==> config.mk <==
export PLATFORM = sky130hd
export DESIGN_NAME = uart_rx_deframer
export DESIGN_NICKNAME = d
export VERILOG_FILES = /design/src/rtl/uart_pkg.sv /design/src/rtl/uart_rx_sync_vote.sv /design/src/rtl/uart_rx_deframer.sv
export SDC_FILE = /design/constraint.sdc
export NUM_CORES = 1
export LEC_CHECK = 0
export ABC_AREA = 1
export BUFFER_PORTS_ARGS = -buffer_cell sky130_fd_sc_hd__buf_2
export CAP_MARGIN = 15
export CORE_MARGIN = 3
export CORE_UTILIZATION = 50
export DETAILED_ROUTE_END_ITERATION = 7
export PLACE_DENSITY = 0.68
export SYNTH_ARGS = -nofsm -noshare
export SYNTH_HDL_FRONTEND = slang
export SYNTH_SLANG_ARGS = --single-unit
==> constraint.sdc <==
create_clock -name clk -period 3.96 [get_ports clk]
set_clock_uncertainty 0.1 [all_clocks]
set_input_delay 0.99 -clock clk [delete_from_list [all_inputs] [get_ports clk]]
set_output_delay 0.99 -clock clk [all_outputs]
set_load 0.1 [all_outputs]
==> src/rtl/uart_pkg.sv <==
// Shared UART definitions: receiver state encoding, divisor defaults and LSR bit layout.
package uart_pkg;

    localparam int unsigned PERIOD_W    = 16;
    localparam int unsigned DEFAULT_DIV = 2604;
    localparam int unsigned MIN_PERIOD  = 4;

    // LSR bit positions seen by software through the MMIO wrapper
    localparam int unsigned LSR_RX_READY  = 0;
    localparam int unsigned LSR_OVERRUN   = 1;
    localparam int unsigned LSR_FRAME_ERR = 3;
    localparam int unsigned LSR_TX_AVAI   = 5;

    typedef enum logic [2:0] {
        RX_IDLE      = 3'd0,
        RX_START     = 3'd1,
        RX_DATA      = 3'd2,
        RX_STOP      = 3'd3,
        RX_WAIT_HIGH = 3'd4
    } rx_state_e;

    function automatic logic majority3(input logic [2:0] v);
        return (v[0] & v[1]) | (v[0] & v[2]) | (v[1] & v[2]);
    endfunction

endpackage

==> src/rtl/uart_rx_sync_vote.sv <==
// Two-flop synchroniser followed by a 3-sample history and majority vote.
// Reusable for any asynchronous, idle-high input pin.
module uart_rx_sync_vote
    import uart_pkg::*;
(
    input  logic clk,
    input  logic rstn,
    input  logic pin,
    output logic level_c
);

    logic [1:0] sync;
    logic [2:0] hist;

    // Flops reset to the idle-high level so reset never looks like a start edge
    always_ff @(posedge clk) begin
        if (!rstn) begin
            sync <= 2'b11;
            hist <= 3'b111;
        end else begin
            sync <= {sync[0], pin};
            hist <= {hist[1:0], sync[1]};
        end
    end

    assign level_c = majority3(hist);

endmodule

==> src/rtl/uart_rx_deframer.sv <==
// 8N1 receive deframer: filtered rxd, programmable bit period, single-byte holding
// register with sticky frame-error and overrun status for the LSR.
module uart_rx_deframer #(
    parameter int unsigned DATA_BITS  = 8,
    parameter int unsigned MIN_PERIOD = uart_pkg::MIN_PERIOD
) (
    input  logic                          clk,
    input  logic                          rstn,
    input  logic [uart_pkg::PERIOD_W-1:0] period,
    input  logic                          rxd,
    input  logic                          rx_clear,
    output logic [DATA_BITS-1:0]          rx_data,
    output logic                          rx_ready,
    output logic                          frame_err,
    output logic                          overrun
);

    import uart_pkg::*;

    localparam int unsigned IDX_W = (DATA_BITS > 1) ? $clog2(DATA_BITS) : 1;

    logic                 bit_val;
    rx_state_e            state;
    logic [PERIOD_W-1:0]  cnt;
    logic [PERIOD_W-1:0]  p_q;
    logic [PERIOD_W-1:0]  p_eff;
    logic [PERIOD_W-1:0]  half_m1;
    logic [PERIOD_W-1:0]  p_m1;
    logic [IDX_W-1:0]     idx;
    logic [DATA_BITS-1:0] shreg;
    logic                 done;

    uart_rx_sync_vote u_sync_vote (
        .clk     (clk),
        .rstn    (rstn),
        .pin     (rxd),
        .level_c (bit_val)
    );

    // Period floor keeps half-bit and full-bit compares meaningful
    assign p_eff   = (period < PERIOD_W'(MIN_PERIOD)) ? PERIOD_W'(MIN_PERIOD) : period;
    assign half_m1 = (p_q >> 1) - PERIOD_W'(1);
    assign p_m1    = p_q - PERIOD_W'(1);

    always_ff @(posedge clk) begin
        if (!rstn) begin
            state     <= RX_IDLE;
            cnt       <= '0;
            p_q       <= PERIOD_W'(MIN_PERIOD);
            idx       <= '0;
            shreg     <= '0;
            done      <= 1'b0;
            rx_data   <= '0;
            rx_ready  <= 1'b0;
            frame_err <= 1'b0;
            overrun   <= 1'b0;
        end else begin
            done <= 1'b0;

            case (state)
                RX_IDLE: begin
                    if (!bit_val) begin
                        state <= RX_START;
                        cnt   <= '0;
                        p_q   <= p_eff;
                    end
                end
                // Mid-start-bit recheck rejects short glitches without touching status
                RX_START: begin
                    if (cnt == half_m1) begin
                        cnt <= '0;
                        if (!bit_val) begin
                            state <= RX_DATA;
                            idx   <= '0;
                        end else begin
                            state <= RX_IDLE;
                        end
                    end else begin
                        cnt <= cnt + PERIOD_W'(1);
                    end
                end
                RX_DATA: begin
                    if (cnt == p_m1) begin
                        cnt   <= '0;
                        shreg <= {bit_val, shreg[DATA_BITS-1:1]};
                        idx   <= idx + IDX_W'(1);
                        if (idx == IDX_W'(DATA_BITS - 1)) begin
                            state <= RX_STOP;
                        end
                    end else begin
                        cnt <= cnt + PERIOD_W'(1);
                    end
                end
                RX_STOP: begin
                    if (cnt == p_m1) begin
                        cnt <= '0;
                        if (bit_val) begin
                            state <= RX_IDLE;
                            done  <= 1'b1;
                        end else begin
                            frame_err <= 1'b1;
                            state     <= RX_WAIT_HIGH;
                        end
                    end else begin
                        cnt <= cnt + PERIOD_W'(1);
                    end
                end
                // A held-low line (break) must return high before the next start
                RX_WAIT_HIGH: begin
                    if (bit_val) begin
                        state <= RX_IDLE;
                    end
                end
                default: begin
                    state <= RX_IDLE;
                    cnt   <= '0;
                end
            endcase

            // Holding register: a clear coinciding with completion counts as a fresh load
            if (done) begin
                if (!rx_ready || rx_clear) begin
                    rx_data   <= shreg;
                    rx_ready  <= 1'b1;
                    frame_err <= 1'b0;
                end else begin
                    overrun <= 1'b1;
                end
            end else if (rx_clear && rx_ready) begin
                rx_ready <= 1'b0;
                overrun  <= 1'b0;
            end
        end
    end

endmodule
==> impl_metrics.env <==
export IMPL_die_w_um=95.11
export IMPL_cts_resized=0
export IMPL_switching_share=0.2848
export IMPL_endpoint_kind="flop"
export IMPL_antenna_left=0
export IMPL_wirelength_mm=9.370
export IMPL_setup_violations_final=0
export IMPL_grt_start_max_net_pins=38
export IMPL_clk_pin_slew_ns=0.08
export IMPL_min_from="u_sync_vote.sync[1]$_SDFF_PN1_"
export IMPL_antennaDiodeCount=0
export IMPL_slew_headroom=0.3514
export IMPL_rsz0062_at_grt="false"
export IMPL_grt_pass1_wl_mm=15.85
export IMPL_start_kind="flop"
export IMPL_period_minus_slack_ns=2.866
export IMPL_netlist_area_leader_share=0.3177
export IMPL_drt_iter0_drc=160
export IMPL_yosys_register_bits=63
export IMPL_ys_seq_area_frac=0.3177
export IMPL_status="completed"
export IMPL_pwr_share_seq=0.512
export IMPL_worst_pin_slew_ns=0.9718
export IMPL_antenna_found_initial=0
export IMPL_cts_made_buffers=9
export IMPL_io_pins=31
export IMPL_combPwrFrac=0.078
export IMPL_clockBufferDepth=2
export IMPL_final_max_slew_viol_count=0
export IMPL_synth_edff_count=0
export IMPL_whs_ns=0.3172
export IMPL_globalRouteTotalUtil=0.2223
export IMPL_place_ws_ns=1.177
export IMPL_start_util=0.5303
export IMPL_syn_num_nets=655
export IMPL_synth_cells=630
export IMPL_cts_root_buf="clkbuf_8"
export IMPL_tns_ns=0
export IMPL_grt_overflow_total=0
export IMPL_synth_ff_type="dfxtp_1"
export IMPL_yosys_area_top_type="dfxtp_1"
export IMPL_synth_area_um2=3970
export IMPL_vias_per_cell=5.025
export IMPL_gp_congestion=0.9711
export IMPL_drv_cap=0
export IMPL_synth_area_top_cells="dfxtp_1, nand2_1, inv_1, nor2_1, xor2_1"
export IMPL_r2r_start="p_q[1]$_SDFFE_PN0P_"
export IMPL_fp_row_count=31
export IMPL_area_growth_pct=9.581
export IMPL_cts_setup_buffers=0
export IMPL_firstDrtPassIters=5
export IMPL_die_h_um=95.11
export IMPL_port_buffers=30
export IMPL_finalPower_uw=1261
export IMPL_fmax_mhz=348.9
export IMPL_hpwl_mm=7.034
export IMPL_worst_slack_ns=1.094
export IMPL_powerDensity_nw_per_um2=289.9
export IMPL_startpoint="p_q[1]$_SDFFE_PN0P_"
export IMPL_drive_gt1_frac=0.1288
export IMPL_grt_pass1_vias=3522
export IMPL_required_ns=4.11
export IMPL_p_sw_uw=359.2
export IMPL_async_flop_share=0
export IMPL_clkLatencyLatePin_ns=0.35
export IMPL_final_nets=680
export IMPL_final_hold_viol_count=0
export IMPL_mostFrequentLayoutCell="nand2_1"
export IMPL_dieArea_um2=9045
export IMPL_ys_warn_count=0
export IMPL_ir_drop_uv=283.5
export IMPL_cts_tree="yes"
export IMPL_timing_final_crit_share=0.7238
export IMPL_hp_class="flop to flop"
export IMPL_crit_type="flop to flop"
export IMPL_wl_per_cell_um=12.35
export IMPL_cp_max_fo=11
export IMPL_pwr_share_clk=0.411
export IMPL_synth_distinct_cells=35
export IMPL_cts_hold_buf=0
export IMPL_p_leak_uw=0.002267
export IMPL_fp_coreArea_um2=7486
export IMPL_internal_power_uw=902.0
export IMPL_layout_common_cells="nand2_1, inv_1, nor2_1, dfxtp_1, buf_2"
export IMPL_num_vias=3814
export IMPL_postSynthAreaPerCell_um2=6.302
export IMPL_cp_data_arrival_time_ns=3.01
export IMPL_drcViolationCount=0
export IMPL_htreeDepth=3
export IMPL_cts_sinks=63
-- sequential cells by signal (all words and copies together) (netlist names) --
signal            cells
rx_data               8
u_sync_vote.sync      2
frame_err             1
p_q                  16
state                 3
overrun               1
idx                   3
cnt                  16
done                  1
shreg                 8
rx_ready              1
u_sync_vote.hist      3
-- critical path, cell delays in order (launching register included) --
cell and delay, ns:
dfxtp_1 0.31, inv_1 0.14, ha_1 0.33, inv_1 0.07
nor2_1 0.17, nand2_1 0.13, nor2_1 0.12, nor2_1 0.05
nor2_1 0.14, nand2_1 0.09, nor2_2 0.12, nand3_2 0.12
nor2_4 0.18, inv_2 0.07, nor2_4 0.26, inv_2 0.14
o21ai_0 0.17, a21oi_1 0.06
-- worst paths after layout --
kind | end | slack (ns) | cells after the start
setup reg to reg | shreg[7]$_SDFFE_PN0P_ | 1.09 | 17
setup / recovery | shreg[7]$_SDFFE_PN0P_ | 1.09 | 17
hold reg to reg | u_sync_vote.hist[0]$_SDFF_PN1_ | 0.32 | 1
hold / removal | u_sync_vote.hist[0]$_SDFF_PN1_ | 0.32 | 1
-- logic make-up after synthesis --
family	Yosys count	share of synthesized area
AND/OR/NAND/NOR	355	0.3902
XOR/XNOR	30	0.06618
buffers and inverters	112	0.1112
AO/OA/AOI/OAI	65	0.09896
flip-flops	63	0.3177
adder cells (fa/ha/maj)	5	0.01576
-- metal layers --
metal | up-vias | track usage | share of wire
li1 | 1987 | - | -
met1 | 1713 | 0.2697 | 0.46
met2 | 98 | 0.3819 | 0.48
met3 | 16 | 0.05367 | 0.044
met4 | 0 | 0.07692 | 0.020
met5 | - | 0 | 0
-- per-stage QoR --
stage               cell area [um^2]  std cells    util
global placement                4170        743  0.5571
CTS                             4350        759  0.5811
floorplan                       3970        630       -
global route                    4350        759  0.5811
finish                          4350        759  0.5811
detailed placement              4170        743  0.5571
-- cell usage after synthesis, types with 2 or more instances --
library cell / count
a211oi_1: 11
a21oi_1: 16
a21oi_2: 4
buf_2: 5
buf_6: 2
clkbuf_1: 10
dfxtp_1: 63
ha_1: 5
inv_1: 90
inv_2: 3
nand2_1: 190
nand2_2: 4
nand2_4: 2
nand3_1: 29
nand3_2: 2
nand3b_1: 4
nand4_1: 7
nor2_1: 88
nor2_2: 6
nor2_4: 7
nor3_1: 4
nor3_2: 2
nor4_1: 4
o21ai_0: 19
o21ai_1: 9
o21bai_1: 2
or2_2: 6
xnor2_1: 6
xor2_1: 24
-- power groups by stage --
| stage | sequential [uW] | clock, uW | combinational, uW |
|---|---|---|---|
| after floorplan | 659 | 0 | 71.7 |
| after detailed placement | 660 | 0 | 98.4 |
| final | 645 | 518 | 97.8 |
| after global routing | 646 | 566 | 111 |
| after global placement | 660 | 0 | 97.2 |
| after CTS | 645 | 536 | 98.8 |
-- layout make-up --
type / instances / area [um^2]
clock buffer: 9 / 123.9
clock inverter: 7 / 56.30
fill: 744 / 3136
inverter: 94 / 352.8
multi-input combinational: 455 / 2267
sequential: 63 / 1261
tap: 99 / 123.9
timing repair buffer: 32 / 165.2
Note: power is estimated with default switching activity, not from simulation.
